==> config.mk <==
export PLATFORM = sky130hd
export DESIGN_NAME = fetch_unit_param
export DESIGN_NICKNAME = d
export VERILOG_FILES = /design/src/rtl/fetch_unit_param.sv
export SDC_FILE = /design/constraint.sdc
export NUM_CORES = 1
export LEC_CHECK = 0
export ABC_AREA = 1
export CAP_MARGIN = 10
export CORE_UTILIZATION = 45
export CTS_CLUSTER_SIZE = 28
export DETAILED_ROUTE_END_ITERATION = 6
export HOLD_SLACK_MARGIN = 0.12
export PLACE_DENSITY = 0.81
export SKIP_LAST_GASP = 1
export SYNTH_ARGS = -nofsm -noshare
export SYNTH_HDL_FRONTEND = slang
export SYNTH_SLANG_ARGS = --single-unit
==> constraint.sdc <==
create_clock -name clk -period 2.7 [get_ports clk]
set_input_delay 0.54 -clock clk [delete_from_list [all_inputs] [get_ports clk]]
set_output_delay 0.54 -clock clk [all_outputs]
set_load 0.01 [all_outputs]
==> src/rtl/fetch_unit_param.sv <==
// fetch_unit_param
// Instruction fetch stage: holds the PC, selects the next PC, fetches one or
// two halfwords from a dual-read instruction memory, decodes the instruction
// length and registers the result into the IF/ID pipeline stage. It also
// contains the interrupt-entry FSM, which captures the EPC and redirects the
// PC to INT_VECTOR.
//
// Ports:
//   clk, reset          clock (rising edge), asynchronous active-low reset
//   stall_i, flush_i    hold PC and IF/ID / turn IF/ID into a bubble
//   jump_i/_target_i    decode-stage jump redirect
//   branch_i/_target_i  execute-stage taken branch
//   ret_i/_target_i     memory-stage RET/RTI redirect
//   irq_i               level-sensitive interrupt request
//   imem_addr_o         fetch address (the PC)
//   imem_rdata0_i/1_i   halfwords at PC and PC+1
//   ifid_*              registered IF/ID stage contents
//   irq_ack_o           one-cycle pulse after interrupt entry
//   epc_o               return PC captured at interrupt entry
module fetch_unit_param #(
  parameter int IW = 16,
  parameter int AW = 32,
  parameter logic [AW-1:0] RESET_VECTOR = 32,
  parameter logic [AW-1:0] INT_VECTOR = 0,
  parameter int LONG_BIT = 15
) (
  input  logic            clk,
  input  logic            reset,
  input  logic            stall_i,
  input  logic            flush_i,
  input  logic            jump_i,
  input  logic [AW-1:0]   jump_target_i,
  input  logic            branch_i,
  input  logic [AW-1:0]   branch_target_i,
  input  logic            ret_i,
  input  logic [AW-1:0]   ret_target_i,
  input  logic            irq_i,
  output logic [AW-1:0]   imem_addr_o,
  input  logic [IW-1:0]   imem_rdata0_i,
  input  logic [IW-1:0]   imem_rdata1_i,
  output logic            ifid_valid_o,
  output logic [2*IW-1:0] ifid_instr_o,
  output logic            ifid_long_o,
  output logic [AW-1:0]   ifid_pc_o,
  output logic [AW-1:0]   ifid_next_pc_o,
  output logic            irq_ack_o,
  output logic [AW-1:0]   epc_o
);

  typedef enum logic [1:0] {
    IDLE,
    PENDING,
    WAIT_RELEASE
  } irq_state_t;

  irq_state_t      state;
  logic [AW-1:0]   pc;
  logic            redirect;
  logic            entry;
  logic            is_long;
  logic [2*IW-1:0] instr;
  logic [AW-1:0]   seq_pc;
  logic [AW-1:0]   next_pc;

  assign imem_addr_o = pc;

  // Length decode, sequential successor and next-PC priority selection.
  // Interrupt entry is only taken on a cycle free of redirects and stalls,
  // so a deferred interrupt later captures the redirected PC as its EPC.
  always_comb begin
    redirect = ret_i | branch_i | jump_i;
    entry    = (state == PENDING) && !redirect && !stall_i;
    is_long  = imem_rdata0_i[LONG_BIT];
    instr    = is_long ? {imem_rdata0_i, imem_rdata1_i} : {imem_rdata0_i, {IW{1'b0}}};
    seq_pc   = pc + (is_long ? AW'(2) : AW'(1));
    if (ret_i)
      next_pc = ret_target_i;
    else if (branch_i)
      next_pc = branch_target_i;
    else if (jump_i)
      next_pc = jump_target_i;
    else if (entry)
      next_pc = INT_VECTOR;
    else if (stall_i)
      next_pc = pc;
    else
      next_pc = seq_pc;
  end

  // PC register.
  always_ff @(posedge clk or negedge reset) begin
    if (!reset)
      pc <= RESET_VECTOR;
    else
      pc <= next_pc;
  end

  // IF/ID stage: flush, redirect and interrupt entry all insert a bubble and
  // take precedence over stall.
  always_ff @(posedge clk or negedge reset) begin
    if (!reset) begin
      ifid_valid_o   <= 1'b0;
      ifid_instr_o   <= '0;
      ifid_long_o    <= 1'b0;
      ifid_pc_o      <= '0;
      ifid_next_pc_o <= '0;
    end else if (flush_i || redirect || entry) begin
      ifid_valid_o   <= 1'b0;
      ifid_instr_o   <= '0;
      ifid_long_o    <= 1'b0;
      ifid_pc_o      <= '0;
      ifid_next_pc_o <= '0;
    end else if (!stall_i) begin
      ifid_valid_o   <= 1'b1;
      ifid_instr_o   <= instr;
      ifid_long_o    <= is_long;
      ifid_pc_o      <= pc;
      ifid_next_pc_o <= seq_pc;
    end
  end

  // Interrupt-entry FSM. The request is latched into PENDING, and after entry
  // the FSM waits for irq_i to drop so a held level produces a single entry.
  always_ff @(posedge clk or negedge reset) begin
    if (!reset) begin
      state     <= IDLE;
      irq_ack_o <= 1'b0;
      epc_o     <= '0;
    end else begin
      irq_ack_o <= entry;
      case (state)
        IDLE: begin
          if (irq_i)
            state <= PENDING;
        end
        PENDING: begin
          if (entry) begin
            epc_o <= pc;
            state <= WAIT_RELEASE;
          end
        end
        WAIT_RELEASE: begin
          if (!irq_i)
            state <= IDLE;
        end
        default: state <= IDLE;
      endcase
    end
  end

endmodule

### Word level (Yosys, flattened, before mapping)

Cells that the tools add are included.

* flip-flop bits (word level): 165
* bits of input ports: 136
* output and inout bits: 163
* logic and storage cells: 48

* $add $sub $neg: 1
* equal/unequal tests: 7
* muxes and demuxes: 20
* bitwise operators: 2
* reduce and logical (&&, ||, !) cells: 9

Operators with widths (count)
* $mux W32: 11
* $add A32 B2 Y32: 1
* $mux W2: 4
* $ne A2 B2 Y1 const B: 3
* $pmux W2 S3: 1
* $ne A5 B1 Y1 const B: 1
* $mux W1: 4
* $reduce_and A3 Y1: 1
* $eq A2 B1 Y1 const B: 1
* $eq A2 B2 Y1 const B: 1
* $logic_and A1 B1 Y1: 2
* $logic_not A1 Y1: 2
* $logic_not A2 Y1: 1
* $logic_or A1 B1 Y1: 2
* $ne A2 B1 Y1 const B: 1
* $or A1 B1 Y1: 2
* $reduce_and A2 Y1: 1

### Logic depth before layout (Yosys ltp)

* word-level depth: 9
* mapped depth: 16
* depth with buffers taken out: 15

### Worst setup path after synthesis

No wires, ideal clock.

* kind: input port to flip-flop
* start: input port imem_rdata0_i[15]
* end: register pc[24] (netlist: imem_addr_o[24])
* arrival: 2272 ps
* path slack: 312 ps
* stages on the path: 16
* cell sequence: clkbuf_1 inv_1 ha_1 fa_1 nand2_1 nor2_4 nand2_1 inv_1 nand2_1 nand2_1 nand3_1 nand2_1 nand2_1 nand2_1 nand2_1 nand2_1

* longest elaborated chain between the ends: 7

Ends and longest elaborated chain
* start: declaration: RTL line 39 `input logic [IW-1:0] imem_rdata0_i,`
* $mux W2: RTL line 75 `seq_pc = pc + (is_long ? AW'(2) : AW'(1));`
* $add A32 B2 Y32: RTL line 75
* $mux W32: RTL line 84 `else if (stall_i)`
* $mux W32: RTL line 82 `else if (entry)`
* $mux W32: RTL line 80 `else if (jump_i)`
* $mux W32: RTL line 78 `else if (branch_i)`
* $mux W32: RTL line 76 `if (ret_i)`
* end signal: assignment: RTL line 95 `pc <= next_pc;`
* end: declaration: RTL line 57 `logic [AW-1:0] pc;`

No other way between the ends. The select of a mux whose other input is x is not followed.
A chain may end at the register's enable or synchronous reset.

### Worst setup path in the final report

* start: input port imem_rdata0_i[15]
* end: register pc[10] (netlist: imem_addr_o[10])

Same word-level chain as after synthesis.

==> metrics.csv <==
metric,value,unit
"flops & latches, synth",164,
CP endpoint kind,flop,
global-route wire length before repair,43400,µm
fin nets,1495,
die area,0.0186,mm²
post-synth cell types,32,
RR Startpoint,imem_addr_o[1]$_DFFE_PN0P_,
DRT iter0 DRCs,768,
Hold WS,0.480,ns
CTS Buf Count,17,
layout cells sized above 1,6.51,%
Site Rows,48,
max-cap violations,0,
largest net degree at the start of global routing,69,
Post-synth EDFFs,0,
"commonest non-fill, non-tap cell in the layout",nand2_1,
gr usage total,31.5,%
critical path startpoint category,input pin,
clock skew,0.0132,ns
Area Growth Syn to Fin,48.0,%
worst skew pair latency,0.44,ns
Post-DRT Antenna Nets,0,
fin. max-slew vios,0,
Worst-Margin Slew,0.570,ns
"Cell Count, Final, Fillers Out",1593,
"Seq/Total Area, Yosys",50.5,%
DR pass1 iterations,7,
wire per inst,17.9,µm
Initial Util,46.5,%
yosys warns,0,
Post-Place Setup Slack,-0.106,ns
die width,136,µm
Detailed Route WL,28600,µm
RSZ-0062 raised after global routing,no,
most frequent cells in the layout,"nand2_1 (434), clkdlybuf4s50_1 (297), dfrtp_1 (163)",
Final Hold Viols,0,
R2R cell count,11,
Hold Path End,ifid_instr_o[8]$_DFFE_PN0P_,
mapped cell area,0.00813,mm²
kind of critical path,in -> reg,
H-tree depth,4,
Fmax achieved,417,MHz
Post-Place Cells,1561,
Worst R2R Setup Slack,0.51,ns
Clock transition at path regs,0.07,ns
core area,0.0175,mm²
port bufs,298,
WP data required,3.03,ns
post-synthesis area per instance,7.65,µm²
setup_tns,0,ns
HP Start,ifid_instr_o[8]$_DFFE_PN0P_,
crit share post-route,88.9,%
critical path data arrival time,2.73,ns
Final GP Congestion,0.959,
P_leak,5.70,nW
grt ovf,0,
Finish-stage setup viols,0,
diodes inserted,0,
Power Total,7.46,mW
peak supply drop,0.000516,V
final design utilization,68.9,%
"Worst Setup Slack, final",0.300,ns
routed via count,8469,
vias in the first global route,7798,
Mapped Cells,1063,
DRC viols,0,
reg2reg end,imem_addr_o[13]$_DFFE_PN0P_,
fraction of registers with async set/reset,100,%
# fillers,1455,
syn_nets,1202,
Clock Tree Root,clkbuf_16,
ys flop type,dfrtp_1,
Ports,299,
CTS sink count,164,
initial antenna violation count,0,
status,finished clean,
Power Density,620,mW/mm²
placed inst area,0.0114,mm²
"Design Area, Final",0.0120,mm²
hold path depth,2,
dpl hpwl,21200,µm
Die Ht,136,µm
post-route minimum period,2.40,ns
HP Class,reg -> reg,
CTS tree,done,
Bufs on Longest Clock Path,2,
Slew headroom,62.0,%
vias per cell,5.32,
worst-path maximum fanout,3,
[worst max-delay path by stage]
| stage | end | startpoint | slack (ns) |
|---|---|---|---|
| floorplan | imem_addr_o[24]$_DFFE_PN0P_ | imem_rdata0_i[15] | 0.31 |
| global placement | imem_addr_o[12]$_DFFE_PN0P_ | imem_rdata0_i[15] | -0.02 |
| detailed placement | imem_addr_o[10]$_DFFE_PN0P_ | imem_rdata0_i[15] | -0.11 |
| CTS | imem_addr_o[8]$_DFFE_PN0P_ | imem_rdata0_i[15] | 0.33 |
| global route | imem_addr_o[8]$_DFFE_PN0P_ | imem_rdata0_i[15] | 0.14 |
| finish | imem_addr_o[10]$_DFFE_PN0P_ | imem_rdata0_i[15] | 0.30 |
[routing by layer]
| layer | vias up | GRT usage (%) | share of wire [%] |
|---|---|---|---|
| met5 | - | 0 | 0 |
| met4 | 0 | 9.07 | 1.8 |
| met3 | 35 | 6.11 | 8.7 |
| met2 | 463 | 48.6 | 46 |
| met1 | 3989 | 44.7 | 44 |
| li1 | 3982 | - | - |
[state kept, by name, summed over array words and instances, names as in the netlist]
name            flops
epc_o              32
ifid_pc_o          32
imem_addr_o        32
state               2
ifid_next_pc_o     32
ifid_instr_o       32
irq_ack_o           1
ifid_valid_o        1
[kinds of logic (layout without fill, tap and decap cells)]
logic type | after synthesis | in the layout | synth area share (%)
adders and majority gates | 3 | 3 | 0.554
AOI/OAI and AO/OA | 164 | 164 | 11.6
buffers and inverters | 108 | 413 | 6.12
xor gates and xnor gates | 10 | 10 | 1.08
DFF | 164 | 164 | 50.5
and+or+nand+nor | 614 | 614 | 30.2
[power breakdown]
group	internal [mW]	leakage, nW	switching (mW)	total, mW
sequential	2.77	2.16	0.284	3.05
clock	1.49	0.296	1.07	2.56
combinational	0.965	3.25	0.882	1.85
total	5.23	5.70	2.24	7.46
[worst max-delay path, stage by stage]
cell             delay (ns)
clkdlybuf4s50_1        0.51
inv_1                  0.07
ha_1                   0.21
fa_1                   0.39
nand2_1                0.12
nor2_4                 0.05
nand2_1                0.12
buf_4                  0.14
o21ai_0                0.12
nand3_1                0.14
nand2_1                0.06
o21ai_0                0.09
nand2_1                0.08
nand2_1                0.06
nand2_1                0.04
[area by class of cell]
cell class | count | area (µm²) | area share (%)
multi-input combinational | 791 | 3540 | 29.4
timing repair buffer | 330 | 3300 | 27.4
clock buffer | 18 | 439 | 3.65
sequential | 164 | 4110 | 34.1
tap | 225 | 282 | 2.34
clock inverter | 13 | 174 | 1.45
inverter | 52 | 198 | 1.64
[synth_stat cells, types with 2 or more instances]
| cell | count | share of area (%) |
|---|---|---|
| a21oi_1 | 32 | 2.0 |
| a22o_1 | 30 | 3.2 |
| a22oi_1 | 2 | 0.18 |
| buf_2 | 9 | 0.55 |
| buf_4 | 8 | 0.74 |
| buf_6 | 6 | 0.83 |
| clkbuf_1 | 30 | 1.4 |
| clkbuf_2 | 3 | 0.18 |
| dfrtp_1 | 163 | 50 |
| ha_1 | 2 | 0.31 |
| inv_1 | 47 | 2.2 |
| inv_2 | 4 | 0.18 |
| nand2_1 | 434 | 20 |
| nand3_1 | 51 | 3.1 |
| nor2_1 | 107 | 4.9 |
| nor2_2 | 4 | 0.31 |
| nor2_4 | 2 | 0.28 |
| o21ai_0 | 82 | 5.0 |
| o21ai_1 | 15 | 0.92 |
| or2_2 | 11 | 0.85 |
| xor2_1 | 10 | 1.1 |
[what timing repair did]
| item | CTS | global route |
|---|---|---|
| hold buffers | 1 | 0 |
| endpoints found under the hold margin | 44 | 0 |
| setup buffers | 0 | 0 |
| setup endpoints to repair | 0 | 0 |
| gates resized for setup | 0 | 0 |
Note: power is estimated with default switching activity, not from simulation.
